`src/rtl/riscv_id_pkg.sv`:
```
// rtl/riscv_id_pkg.sv - shared RV32I decode constants and operand bundle type
package riscv_id_pkg;
  localparam int XLEN  = 32;
  localparam int NREGS = 32;

  localparam logic [6:0] OPCODE_OP     = 7'b0110011;
  localparam logic [6:0] OPCODE_OP_IMM = 7'b0010011;
  localparam logic [6:0] OPCODE_LUI    = 7'b0110111;

  // instr bit that turns ADD into SUB and SRL into SRA
  localparam int FUNCT7_ALT = 30;

  typedef enum logic [2:0] {
    FUNCT3_ADD  = 3'd0,
    FUNCT3_SLL  = 3'd1,
    FUNCT3_SLT  = 3'd2,
    FUNCT3_SLTU = 3'd3,
    FUNCT3_XOR  = 3'd4,
    FUNCT3_SRL  = 3'd5,
    FUNCT3_OR   = 3'd6,
    FUNCT3_AND  = 3'd7
  } funct3_e;

  typedef struct packed {
    logic [4:0]      rdi;
    logic [XLEN-1:0] a;
    logic [XLEN-1:0] b;
    logic [5:0]      shamt;
    logic [2:0]      funct3;
    logic            invertb;
  } bundle_t;

  localparam bundle_t BUBBLE = '0;

  function automatic logic is_shift(input logic [2:0] f3);
    return (f3 == FUNCT3_SLL) || (f3 == FUNCT3_SRL);
  endfunction
endpackage

```
`src/rtl/riscv_id_if.sv`:
```
// rtl/riscv_id_if.sv - instruction handshake, writeback and operand bundle bus
interface riscv_id_if;
  import riscv_id_pkg::*;

  logic [31:0]     instr;
  logic            instr_valid;
  logic            instr_ready;
  logic [4:0]      wb_rd;
  logic [XLEN-1:0] wb_result;
  logic [4:0]      rdi;
  logic [XLEN-1:0] a;
  logic [XLEN-1:0] b;
  logic [5:0]      shamt;
  logic [2:0]      funct3;
  logic            invertb;
  logic            illegal;

  modport master (
    output instr, instr_valid, wb_rd, wb_result,
    input  instr_ready, rdi, a, b, shamt, funct3, invertb, illegal
  );

  modport slave (
    input  instr, instr_valid, wb_rd, wb_result,
    output instr_ready, rdi, a, b, shamt, funct3, invertb, illegal
  );
endinterface

```
`src/rtl/riscv_regfile.sv`:
```
// rtl/riscv_regfile.sv - 32x32 register file, two async read ports, one sync write port
module riscv_regfile
  import riscv_id_pkg::*;
(
  input  logic            clk,
  input  logic            rst,
  input  logic [4:0]      raddr1,
  input  logic [4:0]      raddr2,
  output logic [XLEN-1:0] rdata1,
  output logic [XLEN-1:0] rdata2,
  input  logic [4:0]      waddr,
  input  logic [XLEN-1:0] wdata
);
  logic [XLEN-1:0] regs [NREGS];

  always_ff @(posedge clk) begin
    if (rst) begin
      for (int i = 0; i < NREGS; i++) regs[i] <= '0;
    end else if (waddr != 5'd0) begin
      regs[waddr] <= wdata;
    end
  end

  assign rdata1 = (raddr1 == 5'd0) ? '0 : regs[raddr1];
  assign rdata2 = (raddr2 == 5'd0) ? '0 : regs[raddr2];
endmodule

```
`src/rtl/riscv_id.sv`:
```
// rtl/riscv_id.sv - RV32I decode/operand fetch with writeback bypass and 1-cycle RAW stall
module riscv_id
  import riscv_id_pkg::*;
(
  input  logic       clk,
  input  logic       rst,
  riscv_id_if.slave  bus
);
  logic [6:0]      opcode;
  logic [4:0]      rd, rs1, rs2;
  logic [2:0]      f3;
  logic [XLEN-1:0] rf_rs1, rf_rs2, rs1_val, rs2_val, imm_i;
  logic            rs1_used, rs2_used, legal, hazard, accept;
  bundle_t         dec, q;
  logic            illegal_q;

  assign opcode = bus.instr[6:0];
  assign rd     = bus.instr[11:7];
  assign f3     = bus.instr[14:12];
  assign rs1    = bus.instr[19:15];
  assign rs2    = bus.instr[24:20];
  assign imm_i  = {{20{bus.instr[31]}}, bus.instr[31:20]};

  riscv_regfile u_rf (
    .clk    (clk),
    .rst    (rst),
    .raddr1 (rs1),
    .raddr2 (rs2),
    .rdata1 (rf_rs1),
    .rdata2 (rf_rs2),
    .waddr  (bus.wb_rd),
    .wdata  (bus.wb_result)
  );

  // Result being written this cycle wins over the not-yet-updated entry
  assign rs1_val = (rs1 != 5'd0 && rs1 == bus.wb_rd) ? bus.wb_result : rf_rs1;
  assign rs2_val = (rs2 != 5'd0 && rs2 == bus.wb_rd) ? bus.wb_result : rf_rs2;

  always_comb begin
    dec      = BUBBLE;
    legal    = 1'b0;
    rs1_used = 1'b0;
    rs2_used = 1'b0;
    case (opcode)
      OPCODE_OP: begin
        legal       = 1'b1;
        rs1_used    = 1'b1;
        rs2_used    = 1'b1;
        dec.rdi     = rd;
        dec.a       = rs1_val;
        dec.funct3  = f3;
        dec.invertb = bus.instr[FUNCT7_ALT] & ((f3 == FUNCT3_ADD) || (f3 == FUNCT3_SRL));
        if (is_shift(f3)) dec.shamt = {1'b0, rs2_val[4:0]};
        else              dec.b     = rs2_val;
      end
      OPCODE_OP_IMM: begin
        legal      = 1'b1;
        rs1_used   = 1'b1;
        dec.rdi    = rd;
        dec.a      = rs1_val;
        dec.funct3 = f3;
        if (is_shift(f3)) begin
          dec.shamt   = {1'b0, bus.instr[24:20]};
          dec.invertb = bus.instr[FUNCT7_ALT] & (f3 == FUNCT3_SRL);
        end else begin
          dec.b = imm_i;
        end
      end
      OPCODE_LUI: begin
        legal   = 1'b1;
        dec.rdi = rd;
        dec.b   = {bus.instr[31:12], 12'b0};
      end
      default: ;
    endcase
  end

  // Only the instruction currently on the outputs can be unwritten; one bubble clears it
  assign hazard = bus.instr_valid && (q.rdi != 5'd0) &&
                  ((rs1_used && rs1 == q.rdi) || (rs2_used && rs2 == q.rdi));
  assign bus.instr_ready = !rst && !hazard;
  assign accept          = bus.instr_valid && bus.instr_ready;

  always_ff @(posedge clk) begin
    if (rst) begin
      q         <= BUBBLE;
      illegal_q <= 1'b0;
    end else begin
      q         <= (accept && legal) ? dec : BUBBLE;
      illegal_q <= accept && !legal;
    end
  end

  assign bus.rdi     = q.rdi;
  assign bus.a       = q.a;
  assign bus.b       = q.b;
  assign bus.shamt   = q.shamt;
  assign bus.funct3  = q.funct3;
  assign bus.invertb = q.invertb;
  assign bus.illegal = illegal_q;
endmodule

```
`src/flat_wrapper.sv`:
```
// flat-port wrapper written by rule: the top's interface ports become plain ports
module riscv_id_flat import riscv_id_pkg::*;
  (clk, rst, bus_instr, bus_instr_valid, bus_wb_rd, bus_wb_result, bus_instr_ready, bus_rdi, bus_a, bus_b, bus_shamt, bus_funct3, bus_invertb, bus_illegal);
  riscv_id_if bus_i ();
  input  logic clk;
  input  logic rst;
  input wire logic [$bits(bus_i.instr)-1:0] bus_instr;
  input wire logic [$bits(bus_i.instr_valid)-1:0] bus_instr_valid;
  input wire logic [$bits(bus_i.wb_rd)-1:0] bus_wb_rd;
  input wire logic [$bits(bus_i.wb_result)-1:0] bus_wb_result;
  output wire logic [$bits(bus_i.instr_ready)-1:0] bus_instr_ready;
  output wire logic [$bits(bus_i.rdi)-1:0] bus_rdi;
  output wire logic [$bits(bus_i.a)-1:0] bus_a;
  output wire logic [$bits(bus_i.b)-1:0] bus_b;
  output wire logic [$bits(bus_i.shamt)-1:0] bus_shamt;
  output wire logic [$bits(bus_i.funct3)-1:0] bus_funct3;
  output wire logic [$bits(bus_i.invertb)-1:0] bus_invertb;
  output wire logic [$bits(bus_i.illegal)-1:0] bus_illegal;
  assign bus_i.instr = bus_instr;
  assign bus_i.instr_valid = bus_instr_valid;
  assign bus_i.wb_rd = bus_wb_rd;
  assign bus_i.wb_result = bus_wb_result;
  assign bus_instr_ready = bus_i.instr_ready;
  assign bus_rdi = bus_i.rdi;
  assign bus_a = bus_i.a;
  assign bus_b = bus_i.b;
  assign bus_shamt = bus_i.shamt;
  assign bus_funct3 = bus_i.funct3;
  assign bus_invertb = bus_i.invertb;
  assign bus_illegal = bus_i.illegal;
  riscv_id u_core (.clk(clk), .rst(rst), .bus(bus_i));
endmodule
```
`config.mk`:
```
export PLATFORM = sky130hd
export DESIGN_NAME = riscv_id_flat
export DESIGN_NICKNAME = d
export VERILOG_FILES = /design/src/rtl/riscv_id_pkg.sv /design/src/rtl/riscv_id_if.sv /design/src/rtl/riscv_regfile.sv /design/src/rtl/riscv_id.sv /design/src/flat_wrapper.sv
export SDC_FILE = /design/constraint.sdc
export NUM_CORES = 2
export LEC_CHECK = 0
export BUFFER_PORTS_ARGS = -buffer_cell sky130_fd_sc_hd__buf_2
export CORE_MARGIN = 3
export CORE_UTILIZATION = 48
export DETAILED_ROUTE_END_ITERATION = 10
export HOLD_SLACK_MARGIN = 0.02
export PLACE_DENSITY = 0.75
export SLEW_MARGIN = 10
export SYNTH_ARGS = -nofsm -noshare
export SYNTH_HDL_FRONTEND = slang
export SYNTH_SLANG_ARGS = --single-unit
```
`constraint.sdc`:
```
create_clock -name clk -period 3.35 [get_ports clk]
set_clock_uncertainty 0.05 [all_clocks]
set_input_delay 0.5025 -clock clk [delete_from_list [all_inputs] [get_ports clk]]
set_output_delay 0.5025 -clock clk [all_outputs]
set_load 0.01 [all_outputs]
```
==> metrics.md <==
| Metric | Value |
|---|---|
| Number of global-route vias before repair | `around 38000` |
| Seq/Total Area, Yosys | `around 56%` |
| Max Root-Sink Buffers | `3` |
| Yosys warning count | `0` |
| Setup bufs post-CTS | `0` |
| Synth cell types | `56` |
| Core area | `~120000 um^2` |
| Hold-fix buffer count after cts | `2` |
| Fin. max-slew vios | `0` |
| Yosys top cell area share | `53.4%` |
| R2R setup slack | `930 ps` |
| Routed Antenna Nets | `0` |
| FP Rows | `126` |
| GR Overflow Total | `0` |
| # H-tree levels | `3` |
| Tmin final | `2750 ps` |
| Top Metal Used | `met5` |
| Sum Neg Setup Slack | `0 ps` |
| Clock slew at reported path FFs | `around 60 ps` |
| First-pass GRT wire length | `~270 mm` |
| Total GRT Usage | `30.1%` |
| Status | `complete, no violations` |
| Sink Count | `1103` |
| Final Hold Fails | `0` |
| Final number of setup-violating endpoints | `0` |
| Wire per inst | `32.7 um` |
| Number of buffers created by CTS | `114` |
| CP max FO | `4` |
| Post-synth top area cell | `edfxtp_1` |
| Max Fclk | `0.364 GHz` |
| Multi-input gate area | `23500 um^2` |
| Area Overhead vs Synth | `13.3%` |
| Die Ht | `352 um` |
| Most common cell in the netlist | `edfxtp_1` |
| Hpwl dp | `121 mm` |
| Cells after Synth | `3966` |
| GP Congestion | `~1` |
| Final #Nets | `4161` |
| Pleak | `between 20 and 25 nW` |
| Share of post-route cells with drive strength above 1 | `28.0%` |
| Synth top cells by count | `edfxtp_1, and2_1, mux4_2` |
| Synth Flop Type | `edfxtp_1` |
| Area after DPL | `just over 60000 um^2` |
| Relative slew slack | `36.1%` |
| DIE WIDTH | `352 um` |
| Pwr Total | `33.5 mW` |
| Post-cts resize count | `0` |
| Routed met2 length | `83.2 mm` |
| CP Launch Type | `flop` |
| Synth Cell Area | `57500 um^2` |
| Post-route cell area | `65200 um^2` |
| Clock root cell | `clkbuf_16` |
| Critical Path AT | `2200 ps` |
| Least-Margin Pin Slew | `958 ps` |
| Fin cells | `5805` |
| DRT Pass-1 Iters | `10` |
| Clock latency on the worst-skew pair | `about 710 ps` |
| Inst Count DP | `5571` |
| Worst hold path type | `in2reg` |
| Metal3 WL | `approximately 30 mm` |
| Initial antenna violation count | `14` |
| Kind of critical path | `reg2out` |
| DRT iter0 DRCs | `6515` |
| Buffers on Ports | `151` |
| FFs w/ async S/R, synth | `0%` |
| Final wirelength | `approximately 190 mm` |
| Max-cap violations | `0` |
| Tcrit/Tclk final | `82.1%` |
| CTS tree | `yes` |
| Routed vias | `38800` |
| Yosys reg bits | `1103` |
| PwrDens | `514 nW/um^2` |
| Largest net degree at the start of global routing | `59` |
| DRC | `0` |
| Crit end category | `output port` |
| Largest cells by area after synthesis | `edfxtp_1, mux4_2, and2_1` |
| DIE AREA | `124000 um^2` |
| CP required | `2800 ps` |
| EDFF count, synth | `around 1000` |
| Fillers | `9391` |
| Num ports | `between 150 and 200` |
| M1 WL | `just under 70 mm` |
| Mean Syn Cell Area | `14.5 um^2` |
| VDD IR max | `0.000442 V` |
| Effective utilization at floorplan | `just under 50%` |
| Unrepaired setup endpoints after global routing | `no` |
| Reg area | `around 32000 um^2` |
| Vias per std cell | `~6.7` |
-- final timing paths --
path | startpoint | to | depth (start not counted)
setup / recovery | u_core.bus.rdi[0]$_SDFF_PP0_ | bus_instr_ready | 5
hold / removal | bus_instr_valid | u_core.bus.illegal$_SDFF_PP0_ | 3
setup reg to reg | u_core.bus.rdi[0]$_SDFF_PP0_ | u_core.bus.a[29]$_SDFF_PP0_ | 8
hold reg to reg | u_core.u_rf.regs[25][23]$_SDFFCE_PN0P_ | u_core.bus.a[23]$_SDFF_PP0_ | 5
-- cells by family (layout without fill, tap and decap cells) --
| family | after synthesis | in the layout | synth area share, % |
|---|---|---|---|
| other cells | 1 | 47 | 0.00652 |
| compound gates | 339 | 339 | 4.21 |
| simple gates | 1407 | 1407 | 14.3 |
| xor+xnor | 20 | 20 | 0.304 |
| mux | 669 | 669 | 21.7 |
| flops | 1103 | 1103 | 56.2 |
| buf+inv | 427 | 620 | 3.34 |
-- final cells by class --
cell class | instances | share of cell area [%]
Sequential cell | 1103 | 49.6
Multi-Input combinational cell | 2468 | 36.1
Timing Repair Buffer | 391 | 5.03
Clock buffer | 144 | 4.84
Tap cell | 1600 | 3.07
Clock inverter | 74 | 1.20
Inverter | 11 | 0.0634
Antenna cell | 14 | 0.0538
-- worst max-delay path, cell delays in order, from the launching register on --
cell and delay, ps:
dfxtp_1 450, xnor2_1 150, nand4_1 110, o32ai_1 470, a31oi_1 160, buf_2 170
-- stage by stage --
stage	util [%]	hold WS [ps]	setup WS (ps)
global route	54.9	83.1	439
detailed placement	51.6	674	350
global placement	51.6	671	360
finish	55.0	102	601
CTS	54.9	62.6	585
floorplan	-	565	710
-- flip-flops by register name (all words and copies together) (netlist names) --
signal	flops
u_core.u_rf.regs	1024
u_core.bus.a	32
u_core.bus.b	32
u_core.bus.rdi	5
u_core.bus.shamt	5
u_core.bus.funct3	3
u_core.bus.illegal	1
u_core.bus.invertb	1
-- routing by layer --
layer / vias up / global-route usage, %
li1: 15400 / -
met1: 19600 / 40.6
met2: 3284 / 43.9
met3: 533 / 11.2
met4: 10 / 12.7
met5: - / 0
-- cell usage in the layout, fill, tap and decap left out, types with 37 or more instances in the layout --
| cell | synthesis | routed |
|---|---|---|
| edfxtp_1 | 1024 | 1024 |
| and2_1 | 963 | 963 |
| mux4_2 | 454 | 454 |
| buf_4 | 30 | 186 |
| mux2i_1 | 150 | 150 |
| buf_2 | 86 | 145 |
| clkbuf_16 | 0 | 119 |
| a22oi_1 | 96 | 96 |
| nand2_1 | 83 | 83 |
| nor2_1 | 115 | 81 |
| nand3_1 | 79 | 79 |
| dfxtp_1 | 79 | 79 |
| mux2_2 | 64 | 64 |
| o22ai_1 | 60 | 59 |
| a211oi_1 | 56 | 56 |
| buf_12 | 0 | 53 |
| a221oi_1 | 52 | 52 |
| a21oi_1 | 51 | 51 |
| nor3_1 | 41 | 39 |
| nor2b_1 | 39 | 37 |
-- where the power goes --
part,internal (mW),switching [mW],total [mW]
Combinational,1.66,2.23,3.89
Clock,7.81,5.58,13.4
Sequential,15.8,0.399,16.2
Total,25.3,8.21,33.5
No activity file was read; power rests on OpenSTA's default activity.
